File: src/rtl/fetch_unit.sv
// fetch_unit: owns the PC, hides the 1-cycle memory latency, skid-buffers stalls.
// HALT-opcode stop is built only when FETCH_HALT_DETECT_EN is defined.
module fetch_unit (
  input  logic        clk,
  input  logic        reset,
  output logic [4:0]  prog_addr,
  input  logic [31:0] instruction,
  input  logic        stall,
  input  logic        redirect,
  input  logic [4:0]  redirect_addr,
  output logic [31:0] instr_out,
  output logic [4:0]  instr_pc,
  output logic        instr_valid,
  output logic        halted
);
  localparam logic [4:0] RESET_PC = 5'd0;

  logic [4:0]  pc_q;
  logic        f2_valid;
  logic [4:0]  f2_pc;
  logic        skid_valid;
  logic [31:0] skid_data;
  logic [4:0]  skid_pc;

  logic        running;
  logic        issue;
  logic        src_valid;
  logic [31:0] src_data;
  logic [4:0]  src_pc;
  logic        halt_hit;

`ifdef FETCH_HALT_DETECT_EN
  localparam logic [6:0] HALT_OPCODE = 7'b1010101;
  typedef enum logic {RUN, HALTED} state_t;
  state_t state;
  logic   halted_q;

  assign running  = (state == RUN);
  assign halt_hit = src_valid && (src_data[6:0] == HALT_OPCODE);
  assign halted   = halted_q;
`else
  assign running  = 1'b1;
  assign halt_hit = 1'b0;
  assign halted   = 1'b0;
`endif

  assign prog_addr = pc_q;
  assign issue     = running && !stall && !redirect;

  // The skid entry is always older than the word in f2.
  assign src_valid = skid_valid || f2_valid;
  assign src_data  = skid_valid ? skid_data : instruction;
  assign src_pc    = skid_valid ? skid_pc : f2_pc;

  always_ff @(posedge clk) begin
    if (reset) begin
      pc_q        <= RESET_PC;
      f2_valid    <= 1'b0;
      f2_pc       <= RESET_PC;
      skid_valid  <= 1'b0;
      skid_data   <= 32'd0;
      skid_pc     <= 5'd0;
      instr_out   <= 32'd0;
      instr_pc    <= 5'd0;
      instr_valid <= 1'b0;
`ifdef FETCH_HALT_DETECT_EN
      state       <= RUN;
      halted_q    <= 1'b0;
`endif
    end else if (redirect) begin
      pc_q        <= redirect_addr;
      f2_valid    <= 1'b0;
      skid_valid  <= 1'b0;
      instr_valid <= 1'b0;
`ifdef FETCH_HALT_DETECT_EN
      state       <= RUN;
      halted_q    <= 1'b0;
`endif
    end else begin
`ifdef FETCH_HALT_DETECT_EN
      halted_q <= (state == HALTED);
`endif
      f2_valid <= issue;
      if (issue) begin
        pc_q  <= pc_q + 5'd1;
        f2_pc <= pc_q;
      end
      if (stall) begin
        if (f2_valid) begin
          skid_valid <= 1'b1;
          skid_data  <= instruction;
          skid_pc    <= f2_pc;
        end
      end else begin
        skid_valid  <= 1'b0;
        instr_valid <= src_valid;
        if (src_valid) begin
          instr_out <= src_data;
          instr_pc  <= src_pc;
        end
        // Younger speculative fetch is dropped; restart point is after HALT.
        if (halt_hit) begin
          f2_valid <= 1'b0;
          pc_q     <= src_pc + 5'd1;
`ifdef FETCH_HALT_DETECT_EN
          state    <= HALTED;
`endif
        end
      end
    end
  end

endmodule
File: config.mk
export PLATFORM = sky130hd
export DESIGN_NAME = fetch_unit
export DESIGN_NICKNAME = d
export VERILOG_FILES = /design/src/rtl/fetch_unit.sv
export SDC_FILE = /design/constraint.sdc
export NUM_CORES = 1
export LEC_CHECK = 0
export ABC_AREA = 1
export CAP_MARGIN = 20
export CORE_ASPECT_RATIO = 1.1
export CORE_UTILIZATION = 45
export DETAILED_ROUTE_END_ITERATION = 10
export PLACE_DENSITY = 0.81
export SYNTH_ARGS = -nofsm -noshare
export SYNTH_HDL_FRONTEND = slang
export SYNTH_SLANG_ARGS = --single-unit
File: constraint.sdc
create_clock -name clk -period 1.3 [get_ports clk]
set_clock_uncertainty 0.1 [all_clocks]
set_input_delay 0.26 -clock clk [delete_from_list [all_inputs] [get_ports clk]]
set_output_delay 0.26 -clock clk [all_outputs]
set_load 0.01 [all_outputs]
==> out/results.txt, run 1 <==
Status = finished, final reports clean
Stages on worst setup path = 1
Hold Buf Count CTS = 0
Overflow after GRT = 0
Initial antenna violation count = 0
Clock Path Buffers = 2
Avg WL per Cell = 12.9 um
Reg clk slew, reported paths = 0.09 ns
Most frequent cells in the layout = 92 x nand2_1, 78 x nor2_1, 62 x dfxtp_1, 51 x nand3_1, 45 x inv_1
Routed vias/inst = 5.00
H-Tree Depth = 3
Row Count = 34
Net count, final = 656
Period minus WS final = 1.29 ns
Port bufs = 83
Ant diodes = 0
Core area = 7960 um2
CP Capture Type = output port
Worst path cell trace = clkdlybuf4s15_2
RSZ-0062 raised after global routing = true
Gpl congestion = 0.789
WP data required = 0.94 ns
Crit-path leading delay family = flip-flops
Die Y = 97.3 um
Synthesized cell area = 3710 um2
Pin count of the biggest net entering global routing = 49
Total CTS buffers = 9
Number of synthesized flops with an enable pin = 0
P_leak = 2.15 nW
Max FO, Critical Path = 2
Critical path destination = instr_out[22]
Setup violations, final = 0
Worst setup SP type = flip-flop
Vias = 3635
First-pass GRT wire length = 15300 um
Crit path kind = flip-flop to output port
Post-Place Worst Slack = -0.441 ns
Top Ports = 85
WL final = 9410 um
Worst-Skew Late Latency = 0.36 ns
Synth Net Count = 567
Peak supply drop = 740 uV
Critical path origin = instr_out[22]
Max Cap Viol = 0
Async set-reset flop share out of synthesis = 0
Final Max Tran Viols = 0
Starting DRT DRC Count = 219
Layout cells sized above 1 = 0.210
Hold Vio Cnt, Final = 0
Vias in the first global route = 3322
Die area = 8620 um2
Worst path max stage delay = 0.36 ns
Pwr dens = 1130 nW/um2
R2R setup slack = 0.08 ns
DRC = 0
Hold Path Class = input port to flip-flop
DRT antenna net count = 0
Most common cell after layout, fill and taps aside = nand2_1
FF+latch count, synth = 87
FF-to-FF Start = skid_valid
CTS tree = built
Fin crit share = 0.992
Yosys warnings = 0
Slowest CP cell = dfxtp_2
Fmax = 0.775 GHz
Arr. time, crit path = 0.93 ns
First-pass DRT Iterations = 4
Mean post-synth cell area = 7.07 um2
CP bufs+invs = 1
Sequential share of the synthesized area = 0.469
Setup ws final = 0.0104 ns
Setup TNS = 0 ns
Starting Density = 0.467
Clk sinks = 87
Worst R2R Path Depth = 5
Layout area overhead = 35.8%
Gate Count Post-Synth = 525
Worst reg2reg path endpoint = instr_out[3]
GRT Util Overall = 0.226
Yosys cell types = 24
Clock Tree Root = clkbuf_8
Main synth FF type = dfxtp_1
Die W = 88.6 um
Dpl hpwl = 6000 um
[tightest hold or removal path: stages]
cell and delay, ns:
clkbuf_2 0.12, buf_4 0.13, nor4_1 0.06
[layout make-up]
cell class | instances | area (um2)
clock inverters | 6 | 115
flip-flops and latches | 87 | 1770
fillers | 704 | 2910
multi-input cells | 351 | 1580
clock buffers | 10 | 138
repair buffers | 116 | 1110
inverters | 49 | 189
well taps | 108 | 135
[cell usage after synthesis, drive strengths merged (2+ instances only)]
cell type	count	area share
a21oi	40	0.054
or2	2	0.0034
nor2	81	0.086
o21ai	76	0.10
dfxtp	87	0.47
a211oi	2	0.0040
clkbuf	11	0.011
inv	48	0.049
buf	27	0.045
nand3	51	0.069
nand2	94	0.096
[through the flow]
stage	total power [mW]	hold WS [ns]	area (um2)	utilization	instances
3_5_place_dp	3.42	0.353	4720	0.594	704
2_1_floorplan	3.09	0.314	3710	-	525
4_1_cts	5.72	0.245	5100	0.641	724
5_1_grt	5.88	0.170	5040	0.634	727
3_3_place_gp	3.41	0.348	4720	0.594	704
6_report	5.71	0.148	5040	0.634	727
[worst min-delay path by stage]
stage / endpoint / depth (start not counted) / from
2_1_floorplan: prog_addr[2] / 2 / redirect_addr[2]
3_3_place_gp: skid_data[12] / 2 / skid_data[12]
3_5_place_dp: skid_data[20] / 2 / skid_data[20]
4_1_cts: skid_data[3] / 3 / reset
5_1_grt: skid_valid / 3 / redirect
6_report: skid_valid / 3 / redirect
[report_power, final]
group / switching [mW] / internal [mW] / leakage [nW]
combinational: 0.301 / 0.310 / 1.31
clock: 0.986 / 1.34 / 0.123
sequential: 0.0371 / 2.73 / 0.717
[layer usage]
layer / wire length [um] / share of wire / track usage
met4: 131 / 0.014 / 0.0906
met1: 4160 / 0.44 / 0.290
met5: 0 / 0 / 0
met2: 4670 / 0.50 / 0.375
met3: 452 / 0.048 / 0.0331
[logic make-up after synthesis]
family,after synthesis,synth area share
AND/OR/NAND/NOR,230,0.257
AO/OA/AOI/OAI,119,0.162
buffers and inverters,87,0.107
flip-flops,87,0.469
adder cells (fa/ha/maj),1,0.00337
other,1,0.00101
[sequential cells by signal, indices dropped and copies added (netlist names)]
name	flops
skid_pc	5
instr_pc	5
instr_valid	1
f2_pc	5
prog_addr	5
skid_valid	1
instr_out	32
skid_data	32
f2_valid	1
[repair_timing]
item	4_1_cts	5_1_grt
gates cloned	2	0
setup endpoints to repair	119	68
buffers inserted	2	3
gates resized for setup	125	45
pin swaps	3	3
No activity file was read; power rests on OpenSTA's default activity.
==> run 2, diff against run 1 <==
HOLD_SLACK_MARGIN = 0.15   (was not set)
PLACE_DENSITY = 0.76   (was 0.81)
TNS_END_PERCENT = 100   (was not set)
==> run 2 against run 1 <==
Effect of this change:
- via count increased by 1.9%
- global-route usage increased by 1.3 points
- clock power decreased by 25%
- first-iteration DRC count decreased by 14%
- power decreased by 10%
- sequential share of layout area increased by 0.36 points
- register-to-register slack got worse by 0.03 ns
- die area unchanged
- worst hold slack improved by 0.059 ns
- utilization about the same
- final cell count increased by 0.55%
- largest cell class unchanged
==> out/results.txt, run 2 (synthesized netlist as in run 1, its figures left out) <==
Status = finished, final reports clean
Hold WS = 0.207 ns
R2R setup slack = 0.05 ns
Hold Vio Cnt, Final = 0
Crit-path leading delay family = flip-flops
Net count, final = 660
Initial antenna violation count = 0
Die area = 8620 um2
Reg clk slew, reported paths = 0.10 ns
Total CTS buffers = 9
Vias = 3705
Top Ports = 85
Worst path max stage delay = 0.34 ns
Post-Place Worst Slack = -0.499 ns
Seq pwr share = 0.541
Sw power = 1.37 mW
Core area = 7960 um2
Clock Tree Root = clkbuf_8
Worst setup SP type = flip-flop
Hold Path Class = input port to flip-flop
Sw Share = 0.268
Max Cap Viol = 0
Pwr dens = 1020 nW/um2
Port bufs = 83
Starting Density = 0.467
DRT antenna net count = 0
Dpl hpwl = 6010 um
Setup ws final = 0.0306 ns
Fmax = 0.788 GHz
Worst path cell trace = clkdlybuf4s15_2
Max FO, Critical Path = 2
Avg WL per Cell = 13.4 um
Starting DRT DRC Count = 188
Dpl cell area = 4770 um2
WP data required = 0.94 ns
Combinational share of power = 0.120
CTS tree = built
P_leak = 2.21 nW
Setup TNS = 0 ns
Die W = 88.6 um
Crit path kind = flip-flop to output port
# fillers = 697
Row Count = 34
Peak supply drop = 630 uV
First-pass DRT Iterations = 5
H-Tree Depth = 3
Fin crit share = 0.976
Ant diodes = 0
Clock Path Buffers = 2
Design internal power = 3.74 mW
Slowest CP cell = dfxtp_2
Die Y = 97.3 um
WL final = 9780 um
Layout cells sized above 1 = 0.238
DRC = 0
First-pass GRT wire length = 16100 um
Layout area overhead = 35.7%
Vias in the first global route = 3487
Worst-Skew Late Latency = 0.36 ns
Overflow after GRT = 0
CP bufs+invs = 1
Period minus WS final = 1.27 ns
Arr. time, crit path = 0.91 ns
GRT Util Overall = 0.239
Final Max Tran Viols = 0
Clk sinks = 87
Setup violations, final = 0
Most common cell after layout, fill and taps aside = nand2_1
CP Capture Type = output port
Routed vias/inst = 5.07
Gpl congestion = 0.816
Post-layout power = 5.12 mW
Clock power share = 0.339
Design area = 5040 um2
RSZ-0062 raised after global routing = true
Biggest regs = instr_out (32), skid_data (32)
Pin count of the biggest net entering global routing = 55
Most frequent cells in the layout = 92 x nand2_1, 76 x nor2_1, 52 x dfxtp_1, 51 x nand3_1, 45 x inv_1
==> run 2: routing by layer <==
layer	vias to the layer above	routed length, um	track usage
li1	1861	-	-
met1	1719	4230	0.297
met2	107	4900	0.396
met3	18	444	0.0382
met4	0	202	0.114
met5	-	0	0
==> run 2: path summary, 6_finish.rpt <==
kind | start | endpoint | cells after the start
worst max-delay path | instr_out[15] | instr_out[15] | 1
worst min-delay path | reset | skid_pc[1] | 3
worst max register to register | skid_valid | instr_out[10] | 6
worst min register to register | skid_data[5] | skid_data[5] | 2
==> run 2: layout make-up <==
class	count	area [um2]	area share
sequential	87	1790	0.355
clock buffer	9	124	0.0246
clock inverter	7	55.1	0.0109
inverter	49	196	0.0390
timing repair buffer	120	1130	0.224
multi-input combinational	351	1610	0.320
tap	108	135	0.0268
==> run 2: timing repair <==
action / in CTS / in global routing
cloned: 2 / 0
gates resized for setup: 150 / 66
buffers inserted: 4 / 1
pin swaps: 3 / 0
endpoints found under the setup margin: 119 / 83
hold buffers: 0 / 0
==> run 2: power by group through the flow <==
stage	clock, mW	combinational, mW	sequential [mW]
6_report	1.74	0.612	2.77
5_1_grt	1.88	0.669	2.78
3_5_place_dp	0	0.597	2.83
4_1_cts	1.74	0.616	2.77
3_3_place_gp	0	0.590	2.83
2_1_floorplan	0	0.249	2.84
==> run 2: tightest hold or removal path: cells and delay by family <==
kind,cells,cell delay [ns]
AOI/OAI and AO/OA,1,0.05
buffers and inverters,2,0.31
==> run 2: per-stage QoR <==
stage / instances / utilization
final: 731 / 0.634
after global routing: 731 / 0.634
after CTS: 730 / 0.648
after detailed placement: 708 / 0.599
after global placement: 708 / 0.599
after floorplan: 525 / -
==> run 3, diff against run 2 <==
GPL_ROUTABILITY_DRIVEN = 0   (was not set)
==> results of run 3 <==
Final layout, timing and power as in run 2 (identical DEF).
